## config.mk

```make
export PLATFORM = sky130hd
export DESIGN_NAME = lut_row_streamer
export DESIGN_NICKNAME = d
export VERILOG_FILES = /design/src/rtl/lut_pkg.sv /design/src/rtl/row_field_shifter.sv /design/src/rtl/lut_row_streamer.sv
export SDC_FILE = /design/constraint.sdc
export NUM_CORES = 1
export LEC_CHECK = 0
export ABC_CLOCK_PERIOD_IN_PS = 3400
export BUFFER_PORTS_ARGS = -buffer_cell sky130_fd_sc_hd__buf_4
export CORE_MARGIN = 2
export CORE_UTILIZATION = 56
export CTS_CLUSTER_DIAMETER = 100
export CTS_CLUSTER_SIZE = 24
export DETAILED_ROUTE_END_ITERATION = 8
export HOLD_SLACK_MARGIN = 0.05
export PLACE_DENSITY = 0.83
export SETUP_SLACK_MARGIN = 0.4
export SYNTH_ARGS = -nofsm -noshare
export SYNTH_HDL_FRONTEND = slang
export SYNTH_SLANG_ARGS = --single-unit
```

## constraint.sdc

```tcl
create_clock -name Clk -period 3.4 [get_ports Clk]
set_clock_uncertainty 0.1 [all_clocks]
set_input_delay 0.34 -clock Clk [delete_from_list [all_inputs] [get_ports Clk]]
set_output_delay 0.34 -clock Clk [all_outputs]
set_load 0.05 [all_outputs]
```

## src/rtl/lut_pkg.sv

```systemverilog
// Shared sizes and FSM state type for the pattern ROM row streamer.
package lut_pkg;

    localparam int ROM_DEPTH      = 28;
    localparam int FIELD_W        = 6;
    localparam int FIELDS_PER_ROW = 6;
    localparam int ADDR_W         = 5;
    localparam int IDX_W          = 3;
    localparam int ROW_W          = FIELD_W * FIELDS_PER_ROW;

    typedef enum logic [1:0] {
        IDLE,
        FETCH,
        SHIFT,
        DONE
    } state_t;

endpackage

```

## src/rtl/row_field_shifter.sv

```systemverilog
// Holds one ROM row and presents it MSB-first, one field at a time.
module row_field_shifter
    import lut_pkg::*;
(
    input  logic               Clk,
    input  logic               Reset_n,
    input  logic               load,
    input  logic               advance,
    input  logic [ROW_W-1:0]   row_data,
    output logic [FIELD_W-1:0] field,
    output logic [IDX_W-1:0]   field_idx,
    output logic               last_field
);

    logic [ROW_W-1:0] row_q;
    logic [ROW_W-1:0] shifted;

    always_ff @(posedge Clk or negedge Reset_n) begin
        if (!Reset_n) begin
            row_q     <= '0;
            field_idx <= '0;
        end else if (load) begin
            row_q     <= row_data;
            field_idx <= '0;
        end else if (advance && !last_field) begin
            field_idx <= field_idx + 3'd1;
        end
    end

    // Field 0 sits in the top bits, so shift the selected field up to the MSBs.
    always_comb begin
        shifted    = row_q << (FIELD_W * int'(field_idx));
        field      = shifted[ROW_W-1 -: FIELD_W];
        last_field = (field_idx == IDX_W'(FIELDS_PER_ROW - 1));
    end

endmodule

```

## src/rtl/lut_row_streamer.sv

```systemverilog
// Walks a contiguous run of pattern ROM rows and streams each as six fields.
module lut_row_streamer
    import lut_pkg::*;
(
    input  logic               Clk,
    input  logic               Reset_n,
    input  logic               start,
    input  logic [ADDR_W-1:0]  base_addr,
    input  logic [ADDR_W-1:0]  row_count,
    output logic               busy,
    output logic               err,
    output logic               done,
    output logic [ADDR_W-1:0]  rom_addr,
    input  logic [ROW_W-1:0]   rom_data,
    output logic [FIELD_W-1:0] field,
    output logic               field_valid,
    input  logic               field_ready,
    output logic [ADDR_W-1:0]  row_idx,
    output logic [IDX_W-1:0]   field_idx,
    output logic               last
);

    state_t            state;
    state_t            state_nx;
    logic [ADDR_W-1:0] base_q;
    logic [ADDR_W-1:0] count_q;
    logic [ADDR_W:0]   span;
    logic              bad_req;
    logic              accept;
    logic              hs;
    logic              last_field;
    logic              final_row;

    // Widened by one bit so base+count cannot wrap past the ROM end.
    assign span      = {1'b0, base_addr} + {1'b0, row_count};
    assign bad_req   = span > (ADDR_W+1)'(ROM_DEPTH);
    assign accept    = (state == IDLE) && start && !bad_req;
    assign hs        = field_valid && field_ready;
    assign final_row = (row_idx == count_q - 5'd1);

    always_ff @(posedge Clk or negedge Reset_n) begin
        if (!Reset_n) state <= IDLE;
        else          state <= state_nx;
    end

    always_comb begin
        state_nx = state;
        unique case (state)
            IDLE: begin
                if (accept) begin
                    state_nx = (row_count == '0) ? DONE : FETCH;
                end
            end
            FETCH: state_nx = SHIFT;
            SHIFT: begin
                if (hs && last_field) begin
                    state_nx = final_row ? DONE : FETCH;
                end
            end
            DONE:    state_nx = IDLE;
            default: state_nx = IDLE;
        endcase
    end

    always_comb begin
        busy        = (state == FETCH) || (state == SHIFT);
        done        = (state == DONE);
        field_valid = (state == SHIFT);
        last        = field_valid && last_field && final_row;
    end

    // rom_addr is set up one edge ahead so it is stable for the whole FETCH cycle.
    always_ff @(posedge Clk or negedge Reset_n) begin
        if (!Reset_n) begin
            err      <= 1'b0;
            base_q   <= '0;
            count_q  <= '0;
            row_idx  <= '0;
            rom_addr <= '0;
        end else begin
            err <= (state == IDLE) && start && bad_req;
            if (accept && (row_count != '0)) begin
                base_q   <= base_addr;
                count_q  <= row_count;
                row_idx  <= '0;
                rom_addr <= base_addr;
            end else if ((state == SHIFT) && hs && last_field && !final_row) begin
                row_idx  <= row_idx + 5'd1;
                rom_addr <= base_q + row_idx + 5'd1;
            end
        end
    end

    row_field_shifter u_shifter (
        .Clk        (Clk),
        .Reset_n    (Reset_n),
        .load       (state == FETCH),
        .advance    (hs),
        .row_data   (rom_data),
        .field      (field),
        .field_idx  (field_idx),
        .last_field (last_field)
    );

endmodule

```

==> results.py <==
metrics = {
    "outcome": {
        "status": "completed",
    },
    "global_route": {
        "grtUsageMet1": 0.285,
        "antenna_found_initial": 0,
        "grt_max_degree": 63,
        "grt-ovfl-total": 0,
        "grt_pass1_vias": 2932,
        "busiest_layer": "met2",
        "grtUsageMet3": 0.0481,
        "track_usage": 0.241,
        "use_met2": 0.426,
        "grt_pass1_wl_um": 14000,
    },
    "yosys": {
        "yosysSeqAreaShare": 0.395,
        "synth-seq-cells": 62,
        "yosysTopAreaCell": "dfrtp_1",
        "synth_area_leaders": "dfrtp_1, mux4_2, mux2_2",
        "ys_warn_count": 0,
        "synth_top_area_frac": 0.395,
        "synth-edff-count": 0,
        "netlist_area_um2": 3930,
        "synth-main-ff-cell": "dfrtp_1",
        "synth_cells": 301,
        "avgSynthCellArea_um2": 13.1,
        "ys_types": 44,
        "synth_fp_nets": 374,
        "synth-async-reset-ratio": 1.00,
    },
    "routing": {
        "finalWirelength_um": 8580,
        "via_per_inst": 5.70,
        "drt_first_pass_iters": 4,
        "drt_iter0_markers": 136,
        "wl_per_cell_um": 17.7,
        "drc": 0,
        "detail-route-antenna-nets": 0,
        "vias": 2771,
    },
    "final_layout": {
        "layout_common_cells": "buf_4, dfrtp_1, mux2_2",
        "fin_area_um2": 5010,
        "multi_input_area_um2": 2360,
        "mostFrequentLayoutCell": "buf_4",
        "antenna_cells": 0,
        "area_growth_pct": 27.4,
        "drive_gt1_frac": 0.485,
        "fin_nets": 458,
        "nFillCells": 436,
        "seq_area_um2": 1560,
    },
    "cts": {
        "clockRootBuffer": "clkbuf_8",
        "cts_tree": "done",
        "clk_latency_ns": 0.36,
        "clk_pin_slew_worst_paths_ns": 0.07,
        "cts_inserted_buffers": 9,
        "htreeDepth": 3,
        "clock_sinks": 62,
        "cts_buffer_depth": 2,
    },
    "floorplanning": {
        "core_um2": 6790,
        "ios": 74,
        "rows": 30,
        "initial_core_util": 0.579,
        "fp.dieW_um": 87.8,
        "die-area_um2": 7710,
        "die-height_um": 87.8,
    },
    "worst_setup_path": {
        "cp_max_fo": 4,
        "worstPathArrival_ns": 2.56,
        "critPathCaptureType": "output port",
        "worstSetupStartpointType": "flip-flop",
        "crit_type": "flip-flop to output port",
        "cp_data_required_time_ns": 2.96,
        "r2r_slack_ns": 0.92,
    },
    "sta": {
        "post-route-period-util": 0.881,
        "report.final.setup_viol": 0,
        "hold_viol_final": 0,
        "tightest_slew_ns": 0.827,
        "fmax_mhz": 334,
        "max_slew_margin": 0.449,
        "rsz0062_at_grt": "yes",
        "finalCriticalPeriod_ns": 3.00,
        "final_max_slew_viol_count": 0,
        "fin_tns_setup_ns": 0,
    },
    "power": {
        "p_leak_nw": 2.25,
        "p_total_mw": 5.37,
        "cellPowerDensity_nw_per_um2": 1070,
        "ir_worst_vdd_v": 0.000484,
    },
    "placement": {
        "gp_congestion": 0.849,
        "place_area_um2": 4620,
        "place_hpwl_um": 6280,
        "portBuffers": 73,
    },
    "min_path": {
        "hold_class": "primary input to flip-flop",
    },
    "flow_run": {
        "maxCapViolCount": 0,
    },
}
worst max-delay path, cell delays in order, from the launching register on:
cell,delay [ns]
dfrtp_2,0.45
buf_6,0.15
fa_2,0.45
xor2_4,0.21
mux4_2,0.53
a22o_4,0.26
buf_8,0.15
state kept, by name, summed over array words and instances, names as in the netlist:
signal / cells
u_shifter.field_idx: 3
state: 2
base_q: 5
row_idx: 5
err: 1
u_shifter.row_q: 36
count_q: 5
rom_addr: 5
metal layers:
metal,vias to the layer above,routed length (µm)
met5,-,0
met4,0,148
met3,11,321
met2,62,4560
met1,1403,3550
li1,1295,-
power breakdown:
part	switching, mW	internal, mW	total (mW)
clock	0.290	0.431	0.721
sequential	0.316	1.09	1.40
combinational	1.60	1.65	3.25
cell families after synthesis:
family	count (synthesis)	share of synthesized area
AND/OR/NAND/NOR	47	0.0627
flip-flops	62	0.395
buffers and inverters	26	0.0309
XOR/XNOR	17	0.0379
multiplexers	96	0.340
adder cells (fa/ha/maj)	24	0.0818
AO/OA/AOI/OAI	29	0.0525
cell usage after synthesis, drive strengths merged (3+ instances only):
| cell type | instances |
|---|---|
| mux4 | 23 |
| and2 | 3 |
| o21ai | 3 |
| buf | 12 |
| mux2i | 19 |
| dfrtp | 62 |
| mux2 | 54 |
| inv | 12 |
| xnor2 | 9 |
| ha | 20 |
| a21oi | 9 |
| nand2 | 8 |
| nor2 | 15 |
| nor3 | 5 |
| nor4 | 3 |
| nand3 | 5 |
| fa | 3 |
| xor2 | 8 |
stage by stage:
stage,worst slack [ns],hold slack (ns),instances,utilization
floorplan,0.402,-0.0556,301,-
global placement,0.421,0.363,465,0.680
detailed placement,0.319,0.369,465,0.680
CTS,0.382,0.0995,485,0.731
global route,0.321,0.102,486,0.737
finish,0.404,0.110,486,0.737
final cells by class:
cell class,count,share of cell area
multi-input combinational,213,0.471
tap,96,0.0240
sequential,62,0.310
clock inverter,4,0.0140
timing repair buffer,87,0.143
inverter,12,0.00899
clock buffer,12,0.0290
worst paths after layout:
path | start | to | depth (start not counted)
setup reg to reg | count_q[0] | rom_addr[1] | 9
max in group asynchronous | Reset_n | u_shifter.field_idx[0] | 2
min in group asynchronous | Reset_n | u_shifter.row_q[18] | 2
hold reg to reg | base_q[0] | base_q[0] | 1
hold / removal | rom_data[5] | u_shifter.row_q[5] | 2
setup / recovery | u_shifter.field_idx[1] | field[2] | 6
what timing repair did:
action	CTS	global route
endpoints found under the hold margin	62	0
hold buffers	1	0
setup buffers	3	1
setup endpoints to repair	6	6
resized for setup	21	8
pin swaps	4	3
No activity file was read; power rests on OpenSTA's default activity.
